`config.mk`:
```
export PLATFORM = sky130hd
export DESIGN_NAME = qe_m_arbiter_flat
export DESIGN_NICKNAME = d
export VERILOG_FILES = /design/src/rtl/qe_m_arbiter_if.sv /design/src/rtl/qe_m_arbiter.sv /design/src/flat_wrapper.sv
export SDC_FILE = /design/constraint.sdc
export NUM_CORES = 1
export LEC_CHECK = 0
export ABC_AREA = 1
export ABC_CLOCK_PERIOD_IN_PS = 2800
export BUFFER_PORTS_ARGS = -buffer_cell sky130_fd_sc_hd__buf_2
export CAP_MARGIN = 20
export CORE_UTILIZATION = 45
export CTS_BUF_LIST = sky130_fd_sc_hd__clkbuf_2
export CTS_CLUSTER_DIAMETER = 150
export DETAILED_ROUTE_END_ITERATION = 7
export PLACE_DENSITY = 0.78
export SYNTH_ARGS = -nofsm -noshare
export SYNTH_HDL_FRONTEND = slang
export SYNTH_SLANG_ARGS = --single-unit
export TNS_END_PERCENT = 5
```
`constraint.sdc`:
```
create_clock -name clk -period 2.8 [get_ports clk]
set_input_delay 0.28 -clock clk [delete_from_list [all_inputs] [get_ports clk]]
set_output_delay 0.28 -clock clk [all_outputs]
set_load 0.03 [all_outputs]
```
`src/rtl/qe_m_arbiter_if.sv`:
```
// Bundle of every handshake and data signal around qe_m_arbiter.
// The slave view belongs to the arbiter; the master view belongs to whatever
// drives the two requesters and models the shared QE_M unit.
interface qe_m_arbiter_if #(
    parameter int DW = 8,
    parameter int RW = 16
);
    // requester 0
    logic          req0_valid;
    logic          req0_ready;
    logic [DW-1:0] req0_a;
    logic [DW-1:0] req0_b;
    logic [DW-1:0] req0_c;
    logic [DW-1:0] req0_x;
    logic          req0_mode;
    logic          req0_last;

    // requester 1
    logic          req1_valid;
    logic          req1_ready;
    logic [DW-1:0] req1_a;
    logic [DW-1:0] req1_b;
    logic [DW-1:0] req1_c;
    logic [DW-1:0] req1_x;
    logic          req1_mode;
    logic          req1_last;

    // shared QE_M unit
    logic [DW-1:0] qe_a;
    logic [DW-1:0] qe_b;
    logic [DW-1:0] qe_c;
    logic [DW-1:0] qe_x;
    logic          qe_mode;
    logic          qe_valid_in;
    logic          qe_last_input;
    logic          qe_valid_out;
    logic [RW-1:0] qe_result;

    // responses and status
    logic          rsp0_valid;
    logic [RW-1:0] rsp0_result;
    logic          rsp1_valid;
    logic [RW-1:0] rsp1_result;
    logic          err_underflow;

    modport slave (
        input  req0_valid, req0_a, req0_b, req0_c, req0_x, req0_mode, req0_last,
        output req0_ready,
        input  req1_valid, req1_a, req1_b, req1_c, req1_x, req1_mode, req1_last,
        output req1_ready,
        output qe_a, qe_b, qe_c, qe_x, qe_mode, qe_valid_in, qe_last_input,
        input  qe_valid_out, qe_result,
        output rsp0_valid, rsp0_result, rsp1_valid, rsp1_result, err_underflow
    );

    modport master (
        output req0_valid, req0_a, req0_b, req0_c, req0_x, req0_mode, req0_last,
        input  req0_ready,
        output req1_valid, req1_a, req1_b, req1_c, req1_x, req1_mode, req1_last,
        input  req1_ready,
        input  qe_a, qe_b, qe_c, qe_x, qe_mode, qe_valid_in, qe_last_input,
        output qe_valid_out, qe_result,
        input  rsp0_valid, rsp0_result, rsp1_valid, rsp1_result, err_underflow
    );
endinterface

```
`src/rtl/qe_m_arbiter.sv`:
```
// Two-requester front end for one QE_M unit.
// Round-robin grant per transaction, grant locked across a MAC sequence,
// registered issue to QE_M, and an ID tag FIFO that steers each QE_M result
// back to the requester that issued it (QE_M returns results in issue order).
module qe_m_arbiter #(
    parameter int DW        = 8,
    parameter int RW        = 16,
    parameter int TAG_DEPTH = 4
) (
    input logic           clk,
    input logic           reset,
    qe_m_arbiter_if.slave bus
);
    localparam int PW = (TAG_DEPTH > 1) ? $clog2(TAG_DEPTH) : 1;
    localparam int CW = $clog2(TAG_DEPTH + 1);

    typedef enum logic {
        ST_ARB,
        ST_LOCK
    } state_t;

    state_t        state, state_d;
    logic          last_grant, last_grant_d;  // 1 means requester 1 was served last
    logic          owner, owner_d;            // requester holding the MAC lock

    logic          grant0, grant1;
    logic          room;
    logic          acc0, acc1, accept, sel_id;
    logic [DW-1:0] sel_a, sel_b, sel_c, sel_x;
    logic          sel_mode, sel_last;
    logic          push, pop, underflow;

    logic          tag_mem [TAG_DEPTH];
    logic [PW-1:0] wr_ptr, rd_ptr;
    logic [CW-1:0] count;
    logic          pop_tag;
    logic [RW-1:0] rsp_data;

    // Grant selection: round-robin among valid requesters, or the lock owner only.
    always_comb begin
        // NOTE: every output of a combinational block gets a default first, so no path leaves a latch behind.
        grant0 = 1'b0;
        grant1 = 1'b0;
        if (state == ST_ARB) begin
            if (bus.req0_valid && bus.req1_valid) begin
                grant0 = last_grant;
                grant1 = ~last_grant;
            end else begin
                grant0 = bus.req0_valid;
                grant1 = bus.req1_valid;
            end
        end else begin
            grant0 = ~owner;
            grant1 = owner;
        end
    end

    // Ready looks at the FIFO count only; a same-cycle pop does not open it.
    assign room           = (count < CW'(TAG_DEPTH));
    assign bus.req0_ready = grant0 & room & ~reset;
    assign bus.req1_ready = grant1 & room & ~reset;

    assign acc0   = bus.req0_valid & bus.req0_ready;
    assign acc1   = bus.req1_valid & bus.req1_ready;
    assign accept = acc0 | acc1;
    assign sel_id = acc1;

    assign sel_a    = sel_id ? bus.req1_a    : bus.req0_a;
    assign sel_b    = sel_id ? bus.req1_b    : bus.req0_b;
    assign sel_c    = sel_id ? bus.req1_c    : bus.req0_c;
    assign sel_x    = sel_id ? bus.req1_x    : bus.req0_x;
    assign sel_mode = sel_id ? bus.req1_mode : bus.req0_mode;
    assign sel_last = sel_id ? bus.req1_last : bus.req0_last;

    // Only mode-0 beats and the closing MAC beat produce a QE_M result.
    assign push      = accept & (~sel_mode | sel_last);
    assign pop       = bus.qe_valid_out & (count != '0);
    assign underflow = bus.qe_valid_out & (count == '0);
    assign pop_tag   = tag_mem[rd_ptr];
    assign rsp_data  = bus.qe_result;

    // Next-state logic: enter LOCK on an open MAC beat, leave it on the owner's last beat.
    always_comb begin
        state_d      = state;
        last_grant_d = last_grant;
        owner_d      = owner;
        case (state)
            ST_ARB: begin
                if (accept) begin
                    if (sel_mode && !sel_last) begin
                        owner_d = sel_id;
                        state_d = ST_LOCK;
                    end else begin
                        last_grant_d = sel_id;
                    end
                end
            end
            ST_LOCK: begin
                // A mode-0 beat from the owner is issued but does not release the lock.
                if (accept && sel_mode && sel_last) begin
                    last_grant_d = owner;
                    state_d      = ST_ARB;
                end
            end
            default: state_d = ST_ARB;
        endcase
    end

    // State register; last_grant resets to 1 so requester 0 wins the first contention.
    always_ff @(posedge clk or posedge reset) begin
        // NOTE: sequential state is written with <= so every flop samples pre-edge values.
        if (reset) begin
            state      <= ST_ARB;
            last_grant <= 1'b1;
            owner      <= 1'b0;
        end else begin
            state      <= state_d;
            last_grant <= last_grant_d;
            owner      <= owner_d;
        end
    end

    // Issue register: accepted beat reaches QE_M one cycle later; operands hold when idle.
    always_ff @(posedge clk or posedge reset) begin
        if (reset) begin
            bus.qe_valid_in   <= 1'b0;
            bus.qe_last_input <= 1'b0;
            bus.qe_mode       <= 1'b0;
            bus.qe_a          <= '0;
            bus.qe_b          <= '0;
            bus.qe_c          <= '0;
            bus.qe_x          <= '0;
        end else begin
            bus.qe_valid_in   <= accept;
            bus.qe_last_input <= accept & sel_mode & sel_last;
            if (accept) begin
                bus.qe_mode <= sel_mode;
                bus.qe_a    <= sel_a;
                bus.qe_b    <= sel_b;
                bus.qe_c    <= sel_c;
                bus.qe_x    <= sel_x;
            end
        end
    end

    // Tag storage: pointers and count carry all the state, so the slots need no reset.
    always_ff @(posedge clk) begin
        // NOTE: memory contents stay unreset; a slot is only read after it has been written.
        if (push) begin
            tag_mem[wr_ptr] <= sel_id;
        end
    end

    // Tag FIFO pointers and occupancy; push and pop together leave the count unchanged.
    always_ff @(posedge clk or posedge reset) begin
        if (reset) begin
            wr_ptr <= '0;
            rd_ptr <= '0;
            count  <= '0;
        end else begin
            if (push) begin
                wr_ptr <= (wr_ptr == PW'(TAG_DEPTH - 1)) ? '0 : wr_ptr + 1'b1;
            end
            if (pop) begin
                rd_ptr <= (rd_ptr == PW'(TAG_DEPTH - 1)) ? '0 : rd_ptr + 1'b1;
            end
            case ({push, pop})
                2'b10:   count <= count + 1'b1;
                2'b01:   count <= count - 1'b1;
                default: count <= count;
            endcase
        end
    end

    // Response routing: one-cycle pulse to the tagged requester; sticky underflow flag.
    always_ff @(posedge clk or posedge reset) begin
        if (reset) begin
            bus.rsp0_valid    <= 1'b0;
            bus.rsp1_valid    <= 1'b0;
            bus.rsp0_result   <= '0;
            bus.rsp1_result   <= '0;
            bus.err_underflow <= 1'b0;
        end else begin
            bus.rsp0_valid    <= pop & ~pop_tag;
            bus.rsp1_valid    <= pop & pop_tag;
            if (pop && !pop_tag) begin
                bus.rsp0_result <= rsp_data;
            end
            if (pop && pop_tag) begin
                bus.rsp1_result <= rsp_data;
            end
            bus.err_underflow <= bus.err_underflow | underflow;
        end
    end
endmodule

```
`src/flat_wrapper.sv`:
```
// flat-port wrapper written by rule: the top's interface ports become plain ports
module qe_m_arbiter_flat 
#(
    parameter int DW        = 8,
    parameter int RW        = 16,
    parameter int TAG_DEPTH = 4
)
  (clk, reset, bus_req0_valid, bus_req0_a, bus_req0_b, bus_req0_c, bus_req0_x, bus_req0_mode, bus_req0_last, bus_req0_ready, bus_req1_valid, bus_req1_a, bus_req1_b, bus_req1_c, bus_req1_x, bus_req1_mode, bus_req1_last, bus_req1_ready, bus_qe_a, bus_qe_b, bus_qe_c, bus_qe_x, bus_qe_mode, bus_qe_valid_in, bus_qe_last_input, bus_qe_valid_out, bus_qe_result, bus_rsp0_valid, bus_rsp0_result, bus_rsp1_valid, bus_rsp1_result, bus_err_underflow);
  qe_m_arbiter_if #(.DW(DW), .RW(RW)) bus_i ();
  input logic clk;
  input logic reset;
  input wire logic [$bits(bus_i.req0_valid)-1:0] bus_req0_valid;
  input wire logic [$bits(bus_i.req0_a)-1:0] bus_req0_a;
  input wire logic [$bits(bus_i.req0_b)-1:0] bus_req0_b;
  input wire logic [$bits(bus_i.req0_c)-1:0] bus_req0_c;
  input wire logic [$bits(bus_i.req0_x)-1:0] bus_req0_x;
  input wire logic [$bits(bus_i.req0_mode)-1:0] bus_req0_mode;
  input wire logic [$bits(bus_i.req0_last)-1:0] bus_req0_last;
  output wire logic [$bits(bus_i.req0_ready)-1:0] bus_req0_ready;
  input wire logic [$bits(bus_i.req1_valid)-1:0] bus_req1_valid;
  input wire logic [$bits(bus_i.req1_a)-1:0] bus_req1_a;
  input wire logic [$bits(bus_i.req1_b)-1:0] bus_req1_b;
  input wire logic [$bits(bus_i.req1_c)-1:0] bus_req1_c;
  input wire logic [$bits(bus_i.req1_x)-1:0] bus_req1_x;
  input wire logic [$bits(bus_i.req1_mode)-1:0] bus_req1_mode;
  input wire logic [$bits(bus_i.req1_last)-1:0] bus_req1_last;
  output wire logic [$bits(bus_i.req1_ready)-1:0] bus_req1_ready;
  output wire logic [$bits(bus_i.qe_a)-1:0] bus_qe_a;
  output wire logic [$bits(bus_i.qe_b)-1:0] bus_qe_b;
  output wire logic [$bits(bus_i.qe_c)-1:0] bus_qe_c;
  output wire logic [$bits(bus_i.qe_x)-1:0] bus_qe_x;
  output wire logic [$bits(bus_i.qe_mode)-1:0] bus_qe_mode;
  output wire logic [$bits(bus_i.qe_valid_in)-1:0] bus_qe_valid_in;
  output wire logic [$bits(bus_i.qe_last_input)-1:0] bus_qe_last_input;
  input wire logic [$bits(bus_i.qe_valid_out)-1:0] bus_qe_valid_out;
  input wire logic [$bits(bus_i.qe_result)-1:0] bus_qe_result;
  output wire logic [$bits(bus_i.rsp0_valid)-1:0] bus_rsp0_valid;
  output wire logic [$bits(bus_i.rsp0_result)-1:0] bus_rsp0_result;
  output wire logic [$bits(bus_i.rsp1_valid)-1:0] bus_rsp1_valid;
  output wire logic [$bits(bus_i.rsp1_result)-1:0] bus_rsp1_result;
  output wire logic [$bits(bus_i.err_underflow)-1:0] bus_err_underflow;
  assign bus_i.req0_valid = bus_req0_valid;
  assign bus_i.req0_a = bus_req0_a;
  assign bus_i.req0_b = bus_req0_b;
  assign bus_i.req0_c = bus_req0_c;
  assign bus_i.req0_x = bus_req0_x;
  assign bus_i.req0_mode = bus_req0_mode;
  assign bus_i.req0_last = bus_req0_last;
  assign bus_req0_ready = bus_i.req0_ready;
  assign bus_i.req1_valid = bus_req1_valid;
  assign bus_i.req1_a = bus_req1_a;
  assign bus_i.req1_b = bus_req1_b;
  assign bus_i.req1_c = bus_req1_c;
  assign bus_i.req1_x = bus_req1_x;
  assign bus_i.req1_mode = bus_req1_mode;
  assign bus_i.req1_last = bus_req1_last;
  assign bus_req1_ready = bus_i.req1_ready;
  assign bus_qe_a = bus_i.qe_a;
  assign bus_qe_b = bus_i.qe_b;
  assign bus_qe_c = bus_i.qe_c;
  assign bus_qe_x = bus_i.qe_x;
  assign bus_qe_mode = bus_i.qe_mode;
  assign bus_qe_valid_in = bus_i.qe_valid_in;
  assign bus_qe_last_input = bus_i.qe_last_input;
  assign bus_i.qe_valid_out = bus_qe_valid_out;
  assign bus_i.qe_result = bus_qe_result;
  assign bus_rsp0_valid = bus_i.rsp0_valid;
  assign bus_rsp0_result = bus_i.rsp0_result;
  assign bus_rsp1_valid = bus_i.rsp1_valid;
  assign bus_rsp1_result = bus_i.rsp1_result;
  assign bus_err_underflow = bus_i.err_underflow;
  qe_m_arbiter #(.DW(DW), .RW(RW), .TAG_DEPTH(TAG_DEPTH)) u_core (.clk(clk), .reset(reset), .bus(bus_i));
endmodule
```
==> summary.txt <==
Power
  • VDD IR max: slightly above 0.5 mV
  • Switch Pwr: 2.82 mW
  • Sw frac: 0.492
  • Internal power: just under 3 mW
  • Sequential share of power: 0.362
  • Cell area power density: between 1000 and 1500 nW/µm²
  • Combinational cell fraction of total power: 0.524
  • Clock power share: 0.113
  • Leak: around 2.7 nW

Clock network
  • CTS buffer count: 9
  • Clock sinks: 84
  • Hold buffer count at cts: 50
  • Clock transition at path regs: around 0.25 ns
  • Skew-Pair Late Insertion Delay: approximately 0.53 ns
  • Post-CTS setup buffers: 0
  • CTS max path bufs: 2
  • # resized after CTS: 0
  • H-tree levels: 3
  • Root buffer cell: clkbuf_2
  • CTS tree: done

Timing
  • Final worst path period need: between 2 and 2.5 ns
  • Fin. Hold Viols: 0
  • Final worst-path cycle share: 0.876
  • Fmax: 408 MHz
  • Final setup vio count: 0
  • Worst slew margin relative to its limit: 0.386
  • Final Slew Violations: 0
  • RSZ-0062 raised after global routing: false
  • Hold WS: 0.0593 ns
  • Clk_skew: roughly 0.044 ns
  • Worst-Margin Slew: 0.919 ns

Detailed routing
  • DRT iter0 DRCs: 152
  • DR DRC count: 0
  • Antenna Nets Post-Route: 0
  • Routed WL: roughly 10000 µm
  • DRT Pass-1 Iters: 6
  • Via density: approximately 4.9
  • WL/cell: roughly 14 µm
  • Via count: 3629

Logic synthesis
  • Seq/Total Area, Yosys: 0.537
  • Syn_nets: about 520
  • Yosys synthesis warning count: 0
  • Synth top area share: 0.500
  • Post-Syn Area: 3950 µm²
  • Distinct cells, synth: 32
  • Top cells by area, synth: dfrtp_1, o21ai_0, nand2_1
  • Synthesized area per cell: just over 9 µm²
  • Synth area leader: dfrtp_1
  • Mapped Cells: ~430
  • Number of synthesized register bits: 84

Place
  • Routability cong.: between 0.8 and 0.9
  • Placed Instances: slightly below 700
  • Port Buffers: 160
  • Placed wire-length estimate: about 6700 µm

Run
  • Max Cap Viol: 0

Die
  • Die area: a little over 9000 µm²
  • Chip height: 95.7 µm
  • Die width: between 90 and 100 µm
  • Core area: between 8000 and 9000 µm²
  • # IOs: about 160
  • Standard-cell rows: 33
  • Effective utilization at floorplan: 0.474

Layout
  • Commonest non-fill, non-tap cell in the layout: buf_2
  • Fin cells: between 700 and 800
  • Synth-to-layout area growth: 38.1%
  • Layout cells sized above 1: 0.387
  • Commonest cells after routing, fill and taps aside: buf_2, nand2_1, dfrtp_1, o21ai_0, dlygate4sd3_1
  • Fillers: around 680
  • # diodes: 0
  • # nets final: around 730

Worst setup path
  • CP bufs+invs: 3
  • Critical path's top delay family: simple AND/OR/NAND/NOR gates
  • Delay of the slowest critical-path stage: ~0.58 ns
  • CP required: 3.22 ns
  • Worst path arrival time: roughly 2.9 ns
  • Crit Path Category: reg2reg
  • Startpoint Class: register
  • CP Cell Sequence: inv_1 -> nand2_2 -> nand3_2 -> nand3_2 -> buf_4 -> nand2_4 -> nand2_4 -> nand2_8 -> nand2_8 -> ha_4 -> inv_2 -> fa_2 -> a21oi_1 -> o21ai_1 -> xor2_1
  • Slowest CP cell: dfstp_2
  • Worst Setup End Kind: register
  • Max FO, Critical Path: 13

Outcome
  • Outcome: complete, no violations

Global route
  • Initial antenna violation count: 0
  • First-pass GRT wire length: 15700 µm
  • Largest net degree at the start of global routing: 81
  • Remaining Overflow, GRT: 0
  • Number of global-route vias before repair: approximately 3.5k
  • Total track usage: 0.225

Hold path
  • Min-delay worst type: in2reg
## tightest hold or removal path, stage by stage
cell and delay [ns]:
buf_2 0.08, o21ai_0 0.09, a21oi_2 0.12
## sequential cells by signal (all words and copies together), names as in the netlist
register	flops
u_core.bus.err_underflow	1
u_core.bus.qe_a	8
u_core.bus.qe_b	8
u_core.bus.qe_c	8
u_core.bus.qe_last_input	1
u_core.bus.qe_mode	1
u_core.bus.qe_valid_in	1
u_core.bus.qe_x	8
u_core.bus.rsp0_result	16
u_core.bus.rsp0_valid	1
u_core.bus.rsp1_result	16
u_core.bus.rsp1_valid	1
u_core.count	3
u_core.last_grant	1
u_core.owner	1
u_core.rd_ptr	2
u_core.state	1
u_core.tag_mem	4
u_core.wr_ptr	2
## through the flow
step	setup WS, ns	utilization	instance area [µm²]	TNS, ns	total power [mW]
final	0.346	0.655	5460	0	5.74
after global routing	0.188	0.655	5460	0	6.18
after CTS	0.348	0.650	5420	0	5.77
after detailed placement	0.373	0.576	4800	0	5.04
after global placement	0.452	0.576	4800	0	4.93
after floorplan	-0.510	-	3980	-0.904	4.21
## layout make-up
class	instances	area, µm²	share of cell area
Clock inverter	6	70.1	0.0128
Multi-Input combinational cell	275	1530	0.280
Sequential cell	84	2120	0.389
Tap cell	105	131	0.0241
Timing Repair Buffer	217	1380	0.252
Inverter	46	181	0.0332
Clock buffer	10	50.0	0.00917
## path summary, 6_finish.rpt
check	startpoint	endpoint	slack [ns]	depth (start not counted)
worst max register to register	u_core.last_grant	u_core.count[2]	0.35	15
min in group asynchronous	reset	u_core.bus.qe_x[1]	0.39	4
worst min-delay path	bus_req0_b[4]	u_core.bus.qe_b[4]	0.06	3
worst min register to register	u_core.count[0]	u_core.count[0]	0.48	1
max in group asynchronous	reset	u_core.bus.rsp0_result[9]	1.84	5
worst max-delay path	u_core.last_grant	u_core.count[2]	0.35	15
## kinds of logic after synthesis
logic type / after synthesis / synth area share
and+or+nand+nor: 157 / 0.186
AOI/OAI and AO/OA: 109 / 0.167
DFF: 84 / 0.537
buffers and inverters: 66 / 0.0813
adders and majority gates: 7 / 0.0241
xor gates and xnor gates: 2 / 0.00443
## layer usage
layer	GRT usage	share of wire	vias to the layer above	wire length, µm
met3	0.0569	0.078	12	801
met5	0	0	-	0
met1	0.260	0.40	1699	4100
met4	0.0759	0.013	0	136
met2	0.405	0.51	143	5270
li1	-	-	1775	-
## Yosys cell counts, drive strengths merged
cell type	n
nand2	98
dfrtp	79
o21ai	73
nor2	45
inv	44
a21oi	34
buf	13
nand3	9
clkbuf	7
ha	6
nand4	5
edfxtp	4
clkinv	2
dfstp	1
fa	1
o21bai	1
o22a	1
xnor2	1
xor2	1
## power groups by stage
stage / Sequential (mW) / Clock, mW / Combinational, mW
floorplan: 3.03 / 0 / 1.18
global placement: 2.08 / 0 / 2.85
detailed placement: 2.10 / 0 / 2.95
CTS: 2.08 / 0.680 / 3.01
global route: 2.15 / 0.724 / 3.31
finish: 2.08 / 0.651 / 3.01
Power figures use the tool's default switching activity.
